`config.mk`:
```
export PLATFORM = sky130hd
export DESIGN_NAME = sap_sequencer_flat
export DESIGN_NICKNAME = d
export VERILOG_FILES = /design/src/rtl/sap_pkg.sv /design/src/rtl/sap_sequencer_if.sv /design/src/rtl/sap_microdecode.sv /design/src/rtl/sap_sequencer.sv /design/src/flat_wrapper.sv
export SDC_FILE = /design/constraint.sdc
export NUM_CORES = 1
export LEC_CHECK = 0
export CAP_MARGIN = 20
export CORE_UTILIZATION = 34
export CTS_CLUSTER_SIZE = 25
export DETAILED_ROUTE_END_ITERATION = 12
export HOLD_SLACK_MARGIN = 0.1
export PLACE_DENSITY_LB_ADDON = 0.08
export SYNTH_ARGS = -nofsm -noshare
export SYNTH_HDL_FRONTEND = slang
export SYNTH_SLANG_ARGS = --single-unit
```
`constraint.sdc`:
```
create_clock -name clk -period 2.6 [get_ports clk]
set_input_delay 0.39 -clock clk [delete_from_list [all_inputs] [get_ports clk]]
set_output_delay 0.39 -clock clk [all_outputs]
set_load 0.01 [all_outputs]
```
`src/rtl/sap_pkg.sv`:
```
// Shared definitions for the SAP control sequencer.
// Holds the datapath-wide sizes, the opcode map, the run-mode encoding,
// the T-state bit indices and the micro-control word passed from the
// microcode decoder to the sequencer top.
package sap_pkg;

    localparam int NUM_T = 6;
    localparam int OPW   = 4;
    localparam int CNT_W = 8;

    localparam logic [OPW-1:0] OP_LDA = 4'b0000;
    localparam logic [OPW-1:0] OP_ADD = 4'b0001;
    localparam logic [OPW-1:0] OP_SUB = 4'b0010;
    localparam logic [OPW-1:0] OP_OUT = 4'b1110;
    localparam logic [OPW-1:0] OP_HLT = 4'b1111;

    // Bit positions inside the one-hot T-state ring.
    localparam int T0 = 0;
    localparam int T1 = 1;
    localparam int T2 = 2;
    localparam int T3 = 3;
    localparam int T4 = 4;
    localparam int T5 = 5;

    localparam logic [NUM_T-1:0] T_INIT  = {{(NUM_T-1){1'b0}}, 1'b1};
    localparam logic [CNT_W-1:0] CNT_MAX = '1;

    typedef enum logic [1:0] {
        MODE_IDLE,
        MODE_RUN,
        MODE_STEP,
        MODE_HALT
    } mode_t;

    // Raw microcode for the current phase. halt_req and undef are not
    // datapath signals; they tell the sequencer to stop or flag an error.
    typedef struct packed {
        logic pc_oe;
        logic ram_oe;
        logic ir_oe;
        logic a_oe;
        logic alu_oe;
        logic mar_ld;
        logic ir_ld;
        logic a_ld;
        logic b_ld;
        logic out_ld;
        logic pc_inc;
        logic alu_sub;
        logic halt_req;
        logic undef;
    } ctrl_t;

endpackage

```
`src/rtl/sap_sequencer_if.sv`:
```
// Control bundle between the sequencer and the datapath/front panel.
// master: sequencer side (takes tick_en/run/step/opcode, drives the
//         T-state, bus enables, load strobes and status).
// slave : datapath/front-panel side, the mirror image.
interface sap_sequencer_if;
    import sap_pkg::*;

    logic             tick_en;
    logic             run;
    logic             step;
    logic [OPW-1:0]   opcode;
    logic [NUM_T-1:0] t_state;
    logic             pc_oe;
    logic             ram_oe;
    logic             ir_oe;
    logic             a_oe;
    logic             alu_oe;
    logic             mar_ld;
    logic             ir_ld;
    logic             a_ld;
    logic             b_ld;
    logic             out_ld;
    logic             pc_inc;
    logic             alu_sub;
    logic             halted;
    logic             illegal;
    logic [CNT_W-1:0] instr_cnt;
    logic             bus_busy;

    modport master (
        input  tick_en, run, step, opcode,
        output t_state, pc_oe, ram_oe, ir_oe, a_oe, alu_oe,
               mar_ld, ir_ld, a_ld, b_ld, out_ld, pc_inc, alu_sub,
               halted, illegal, instr_cnt, bus_busy
    );

    modport slave (
        output tick_en, run, step, opcode,
        input  t_state, pc_oe, ram_oe, ir_oe, a_oe, alu_oe,
               mar_ld, ir_ld, a_ld, b_ld, out_ld, pc_inc, alu_sub,
               halted, illegal, instr_cnt, bus_busy
    );

endinterface

```
`src/rtl/sap_microdecode.sv`:
```
// Purely combinational microcode ROM for the SAP CPU.
// Ports:
//   t_state : one-hot current phase
//   opcode  : IR upper nibble (only looked at in T3..T5)
//   ctrl    : raw control word, not yet gated by run mode or tick_en
module sap_microdecode
    import sap_pkg::*;
(
    input  logic [NUM_T-1:0] t_state,
    input  logic [OPW-1:0]   opcode,
    output ctrl_t            ctrl
);

    // Fetch phases T0..T2 are opcode-independent; execute phases decode
    // the opcode. Any opcode not listed leaves T3..T5 empty and raises
    // undef in T3 only, so the sticky flag is set once per instruction.
    always_comb begin
        ctrl = '0;
        if (t_state[T0]) begin
            ctrl.pc_oe  = 1'b1;
            ctrl.mar_ld = 1'b1;
        end
        if (t_state[T1]) begin
            ctrl.pc_inc = 1'b1;
        end
        if (t_state[T2]) begin
            ctrl.ram_oe = 1'b1;
            ctrl.ir_ld  = 1'b1;
        end
        if (t_state[T3]) begin
            case (opcode)
                OP_LDA, OP_ADD, OP_SUB: begin
                    ctrl.ir_oe  = 1'b1;
                    ctrl.mar_ld = 1'b1;
                end
                OP_OUT: begin
                    ctrl.a_oe   = 1'b1;
                    ctrl.out_ld = 1'b1;
                end
                OP_HLT:  ctrl.halt_req = 1'b1;
                default: ctrl.undef    = 1'b1;
            endcase
        end
        if (t_state[T4]) begin
            case (opcode)
                OP_LDA: begin
                    ctrl.ram_oe = 1'b1;
                    ctrl.a_ld   = 1'b1;
                end
                OP_ADD, OP_SUB: begin
                    ctrl.ram_oe = 1'b1;
                    ctrl.b_ld   = 1'b1;
                end
                default: ;
            endcase
        end
        if (t_state[T5]) begin
            case (opcode)
                OP_ADD: begin
                    ctrl.alu_oe = 1'b1;
                    ctrl.a_ld   = 1'b1;
                end
                OP_SUB: begin
                    ctrl.alu_oe  = 1'b1;
                    ctrl.a_ld    = 1'b1;
                    ctrl.alu_sub = 1'b1;
                end
                default: ;
            endcase
        end
    end

endmodule

```
`src/rtl/sap_sequencer.sv`:
```
// Run-mode controller and T-state sequencer for the SAP shared-bus CPU.
// Ports:
//   clk, rst : system clock, synchronous active-high reset
//   seq      : master side of sap_sequencer_if
//              in : tick_en (phase advance), run (level), step (pulse), opcode
//              out: t_state, bus enables *_oe, load strobes, alu_sub,
//                   halted, illegal (sticky), instr_cnt (saturating), bus_busy
module sap_sequencer
    import sap_pkg::*;
(
    input  logic          clk,
    input  logic          rst,
    sap_sequencer_if.master seq
);

    mode_t            mode, mode_next;
    logic [NUM_T-1:0] t_cur, t_next;
    logic             illegal_q, illegal_next;
    logic [CNT_W-1:0] cnt_q, cnt_next;
    ctrl_t            ctrl;
    logic             active;
    logic             gate;
    logic             adv;
    logic             retire;

    sap_microdecode u_decode (
        .t_state (t_cur),
        .opcode  (seq.opcode),
        .ctrl    (ctrl)
    );

    // Register bank for mode, ring position, sticky error and counter.
    always_ff @(posedge clk) begin
        if (rst) begin
            mode      <= MODE_IDLE;
            t_cur     <= T_INIT;
            illegal_q <= 1'b0;
            cnt_q     <= '0;
        end else begin
            mode      <= mode_next;
            t_cur     <= t_next;
            illegal_q <= illegal_next;
            cnt_q     <= cnt_next;
        end
    end

    // Next-state logic. rst also masks gate/adv so that a reset arriving
    // mid-instruction cannot leak a strobe into the datapath that cycle.
    // An instruction retires at its T5 tick, or at the T3 tick of HLT.
    always_comb begin
        mode_next    = mode;
        t_next       = t_cur;
        illegal_next = illegal_q;
        cnt_next     = cnt_q;
        active       = (mode == MODE_RUN) || (mode == MODE_STEP);
        gate         = active && !rst;
        adv          = gate && seq.tick_en;
        retire       = adv && (t_cur[T5] || ctrl.halt_req);

        case (mode)
            MODE_IDLE: begin
                t_next = T_INIT;
                if (seq.run) begin
                    mode_next = MODE_RUN;
                end else if (seq.step) begin
                    mode_next = MODE_STEP;
                end
            end
            MODE_RUN, MODE_STEP: begin
                if (seq.tick_en) begin
                    if (ctrl.halt_req) begin
                        mode_next = MODE_HALT;
                        t_next    = T_INIT;
                    end else if (t_cur[T5]) begin
                        t_next = T_INIT;
                        if ((mode == MODE_STEP) || !seq.run) begin
                            mode_next = MODE_IDLE;
                        end
                    end else begin
                        t_next = {t_cur[NUM_T-2:0], t_cur[NUM_T-1]};
                    end
                end
            end
            MODE_HALT: begin
                t_next = T_INIT;
            end
            default: begin
                mode_next = MODE_IDLE;
                t_next    = T_INIT;
            end
        endcase

        if (adv && ctrl.undef) begin
            illegal_next = 1'b1;
        end
        if (retire && (cnt_q != CNT_MAX)) begin
            cnt_next = cnt_q + 1'b1;
        end
    end

    // Enables are levels for the whole phase; strobes only on the tick.
    assign seq.pc_oe   = gate && ctrl.pc_oe;
    assign seq.ram_oe  = gate && ctrl.ram_oe;
    assign seq.ir_oe   = gate && ctrl.ir_oe;
    assign seq.a_oe    = gate && ctrl.a_oe;
    assign seq.alu_oe  = gate && ctrl.alu_oe;
    assign seq.alu_sub = gate && ctrl.alu_sub;

    assign seq.mar_ld  = adv && ctrl.mar_ld;
    assign seq.ir_ld   = adv && ctrl.ir_ld;
    assign seq.a_ld    = adv && ctrl.a_ld;
    assign seq.b_ld    = adv && ctrl.b_ld;
    assign seq.out_ld  = adv && ctrl.out_ld;
    assign seq.pc_inc  = adv && ctrl.pc_inc;

    assign seq.bus_busy  = seq.pc_oe || seq.ram_oe || seq.ir_oe
                         || seq.a_oe || seq.alu_oe;
    assign seq.t_state   = t_cur;
    assign seq.halted    = (mode == MODE_HALT);
    assign seq.illegal   = illegal_q;
    assign seq.instr_cnt = cnt_q;

endmodule

```
`src/flat_wrapper.sv`:
```
// flat-port wrapper written by rule: the top's interface ports become plain ports
module sap_sequencer_flat import sap_pkg::*;
  (clk, rst, seq_tick_en, seq_run, seq_step, seq_opcode, seq_t_state, seq_pc_oe, seq_ram_oe, seq_ir_oe, seq_a_oe, seq_alu_oe, seq_mar_ld, seq_ir_ld, seq_a_ld, seq_b_ld, seq_out_ld, seq_pc_inc, seq_alu_sub, seq_halted, seq_illegal, seq_instr_cnt, seq_bus_busy);
  sap_sequencer_if seq_i ();
  input  logic clk;
  input  logic rst;
  input wire logic [$bits(seq_i.tick_en)-1:0] seq_tick_en;
  input wire logic [$bits(seq_i.run)-1:0] seq_run;
  input wire logic [$bits(seq_i.step)-1:0] seq_step;
  input wire logic [$bits(seq_i.opcode)-1:0] seq_opcode;
  output wire logic [$bits(seq_i.t_state)-1:0] seq_t_state;
  output wire logic [$bits(seq_i.pc_oe)-1:0] seq_pc_oe;
  output wire logic [$bits(seq_i.ram_oe)-1:0] seq_ram_oe;
  output wire logic [$bits(seq_i.ir_oe)-1:0] seq_ir_oe;
  output wire logic [$bits(seq_i.a_oe)-1:0] seq_a_oe;
  output wire logic [$bits(seq_i.alu_oe)-1:0] seq_alu_oe;
  output wire logic [$bits(seq_i.mar_ld)-1:0] seq_mar_ld;
  output wire logic [$bits(seq_i.ir_ld)-1:0] seq_ir_ld;
  output wire logic [$bits(seq_i.a_ld)-1:0] seq_a_ld;
  output wire logic [$bits(seq_i.b_ld)-1:0] seq_b_ld;
  output wire logic [$bits(seq_i.out_ld)-1:0] seq_out_ld;
  output wire logic [$bits(seq_i.pc_inc)-1:0] seq_pc_inc;
  output wire logic [$bits(seq_i.alu_sub)-1:0] seq_alu_sub;
  output wire logic [$bits(seq_i.halted)-1:0] seq_halted;
  output wire logic [$bits(seq_i.illegal)-1:0] seq_illegal;
  output wire logic [$bits(seq_i.instr_cnt)-1:0] seq_instr_cnt;
  output wire logic [$bits(seq_i.bus_busy)-1:0] seq_bus_busy;
  assign seq_i.tick_en = seq_tick_en;
  assign seq_i.run = seq_run;
  assign seq_i.step = seq_step;
  assign seq_i.opcode = seq_opcode;
  assign seq_t_state = seq_i.t_state;
  assign seq_pc_oe = seq_i.pc_oe;
  assign seq_ram_oe = seq_i.ram_oe;
  assign seq_ir_oe = seq_i.ir_oe;
  assign seq_a_oe = seq_i.a_oe;
  assign seq_alu_oe = seq_i.alu_oe;
  assign seq_mar_ld = seq_i.mar_ld;
  assign seq_ir_ld = seq_i.ir_ld;
  assign seq_a_ld = seq_i.a_ld;
  assign seq_b_ld = seq_i.b_ld;
  assign seq_out_ld = seq_i.out_ld;
  assign seq_pc_inc = seq_i.pc_inc;
  assign seq_alu_sub = seq_i.alu_sub;
  assign seq_halted = seq_i.halted;
  assign seq_illegal = seq_i.illegal;
  assign seq_instr_cnt = seq_i.instr_cnt;
  assign seq_bus_busy = seq_i.bus_busy;
  sap_sequencer u_core (.clk(clk), .rst(rst), .seq(seq_i));
endmodule
```
==> summary.md <==
| Metric | Value |
|---|---|
| Top-area cell type share of the netlist area | 32.5% |
| Area of the core | 0.00283 sq mm |
| GRT Total Usage | 17.8% |
| Crit path cell chain | inv_1 -> ha_4 -> nor2b_1 -> buf_4 -> nand3_1 -> nor2_1 -> clkdlybuf4s50_1 |
| Tmin final | 2480 ps |
| Cell Rows | 19 |
| Pwr dens | 482 mW/mm^2 |
| Root Driver | clkbuf_4 |
| DIE WIDTH | 57.5 um |
| Area growth syn-to-layout | 48.0% |
| Synthesized instance count | 132 |
| Sequential cell area fraction in the yosys report | 32.5% |
| YS warnings | 0 |
| Cell variety after synth | 41 |
| GPL Wtd Cong | 0.830 |
| Post-route ant nets | 0 |
| RSZ-0062 raised after global routing | false |
| Max transition margin | 63.9% |
| I/O Pins | 38 |
| LEAKAGE | 0.562 nW |
| Setup crit end kind | output pin |
| Clock buffer depth | 2 |
| GRT overflow | 0 |
| HPWL after detailed placement | 2.13 mm |
| Data arrival time of the critical path | 2090 ps |
| Max-Cap Viols | 0 |
| First-pass GRT wire length | 4.65 mm |
| Max FO, Critical Path | 5 |
| Fmax | 0.403 GHz |
| Iteration-0 DRC Markers | 52 |
| DR vias | 1,159 |
| CP top delay family | buffers and inverters |
| Syn avg cell area | 7.94 sq um |
| Final period util | 95.5% |
| Layout cells sized above 1 | 10.2% |
| Violations in the final reports | design-rule violations |
| Syn_nets | 145 |
| DRC | 5 |
| Setup violators final | 0 |
| Status | finished with violations |
| Hold buffers post-CTS | 0 |
| Area leader, netlist | dfxtp_1 |
| Port bufs | 37 |
| Die ar. | 0.00331 sq mm |
| H-Tree Depth | 1 |
| Final hold violations | 0 |
| Worst-Skew Late Latency | 280 ps |
| Worst clock skew | 4.08 ps |
| Slew @ Worst Pin | 540 ps |
| Worst vdd ir | 0.366 mV |
| WP buf/inv | 3 |
| Final Slew Violations | 0 |
| Vias in the first global route | 1,035 |
| Number of buffers created by CTS | 3 |
| Drt wl/cell | 13.8 um |
| Worst hold path type | flop to flop |
| ANT cells | 0 |
| CTS tree | built |
| Total chip power | 0.000748 W |
| Cell Area, Synth | 0.00105 sq mm |
| Initial Util | 37.1% |
| Layout Nets | 191 |
| Area contributors post-synth | dfxtp_1 32%, a21oi_1 6.7%, ha_1 4.8% |
| Initial antenna violation count | 0 |
| Largest net degree at the start of global routing | 14 |
| Worst path slowest cell | clkdlybuf4s50_1 |
| Largest stage delay, worst path | 540 ps |
| CTS sink count | 17 |
| Seq cells post-synth | 17 |
| Total iterations of the first detailed-routing run | 8 |
| Crit path kind | flop to output pin |
| Clock-pin slew on the worst setup and hold paths | 90 ps |
| CP Launch Type | flop |
| Required @ worst endpoint | 2210 ps |
| Setup TNS | 0 ps |
| Vias/cell | 5.57 |
| Post-layout util | 54.8% |
| Final WL | 2.86 mm |
| Die Span Y | 57.5 um |
-- power breakdown --
| part | switching, W | internal, W |
|---|---|---|
| Clock | 0.0000809 | 0.0000595 |
| Sequential | 0.0000170 | 0.000279 |
| Combinational | 0.000157 | 0.000155 |
| Total | 0.000254 | 0.000494 |
-- worst paths after layout --
kind	from	end	slack (ps)	cells past startpoint
hold reg to reg	u_core.seq.t_state[1]$_SDFFE_PP0P_	u_core.seq.t_state[1]$_SDFFE_PP0P_	490	2
setup / recovery	u_core.mode[1]$_SDFFE_PP0P_	seq_alu_sub	120	7
setup reg to reg	u_core.mode[1]$_SDFFE_PP0P_	u_core.seq.instr_cnt[5]$_SDFFE_PP0P_	660	7
hold / removal	u_core.seq.t_state[1]$_SDFFE_PP0P_	u_core.seq.t_state[1]$_SDFFE_PP0P_	490	2
-- layout by cell type (no fill, tap or decap), drive strengths merged, types with 2 or more instances in the layout --
cell type	count
a211oi	2
ha	4
buf	9
nor2	12
and2	6
clkdlybuf4s50	35
o32ai	2
clkbuf	4
nand2	12
nor3	4
dfxtp	17
nand4	7
nand3	6
o311ai	2
o41ai	3
o21ai	4
inv	7
dlymetal6s2s	2
a21oi	14
nor2b	4
-- what timing repair did --
action                                 in CTS  in global routing
setup buffers                               0                  1
gates resized for setup                     0                  5
setup endpoints to repair                   0                  7
endpoints found under the hold margin       0                  0
-- flip-flops by register name, indices dropped and copies added (netlist names) --
register,flops
u_core.mode,2
u_core.seq.illegal,1
u_core.seq.instr_cnt,8
u_core.seq.t_state,6
-- cell type report --
class / count / area [sq um]
clock buffers: 4 / 26.3
fillers: 287 / 1280
inverters: 7 / 26.3
multi-input cells: 103 / 677
flip-flops and latches: 17 / 340
well taps: 31 / 38.8
repair buffers: 46 / 443
-- routing by layer --
layer  GRT usage [%]  share of wire (%)  routed length (um)
met1            24.6                 47                1350
met2            27.9                 46                1320
met3            2.95                5.7                 162
met4            6.62                1.1                  31
met5               0                  0                   0
-- through the flow --
stage	cell area [sq um]	cells	worst slack (ps)	hold WS (ps)
final	1550	208	116	494
after global routing	1550	208	5.03	551
after floorplan	1050	132	479	496
after CTS	1520	207	10.2	495
after global placement	1490	203	89.1	466
after detailed placement	1490	203	97.8	482
-- Yosys cell counts --
cell type  number
nor2_1         12
and2_1          5
and3b_1         1
a311oi_1        1
clkbuf_1        3
a32o_1          1
nand3b_1        1
a211oi_1        2
and2_2          1
nor3b_1         1
and4_1          1
o21bai_1        1
o2bb2ai_1       1
o21ai_0         4
nand4_1         7
nand2b_1        1
inv_1           7
a32oi_4         1
a21oi_1        14
or3_1           1
o311ai_0        2
a311o_1         1
a31oi_1         1
a211o_1         1
or4_1           1
nand3_1         6
nand2_1        12
o41ai_1         3
xor2_1          1
ha_1            4
dfxtp_1        17
a22oi_1         1
and3_1          1
o32ai_1         2
buf_2           1
nor3_1          4
mux2i_1         1
and4b_2         1
nor4_1          1
nor2b_1         4
buf_6           1
-- cells by family after synthesis --
| family | Yosys count | synth area share [%] |
|---|---|---|
| and+or+nand+nor | 61 | 30.9 |
| muxes | 1 | 0.955 |
| adders and majority gates | 4 | 4.77 |
| AOI/OAI and AO/OA | 36 | 24.9 |
| xor gates and xnor gates | 1 | 0.835 |
| buffers and inverters | 12 | 5.13 |
| DFF | 17 | 32.5 |
-- worst reg2reg max path, stage by stage, from the launching register on --
cell and delay, ps:
dfxtp_1 370, inv_1 90, ha_4 290, and3b_1 240
buf_4 150, a32oi_4 80, or4_1 520, a21oi_1 150
Note: power is estimated with default switching activity, not from simulation.
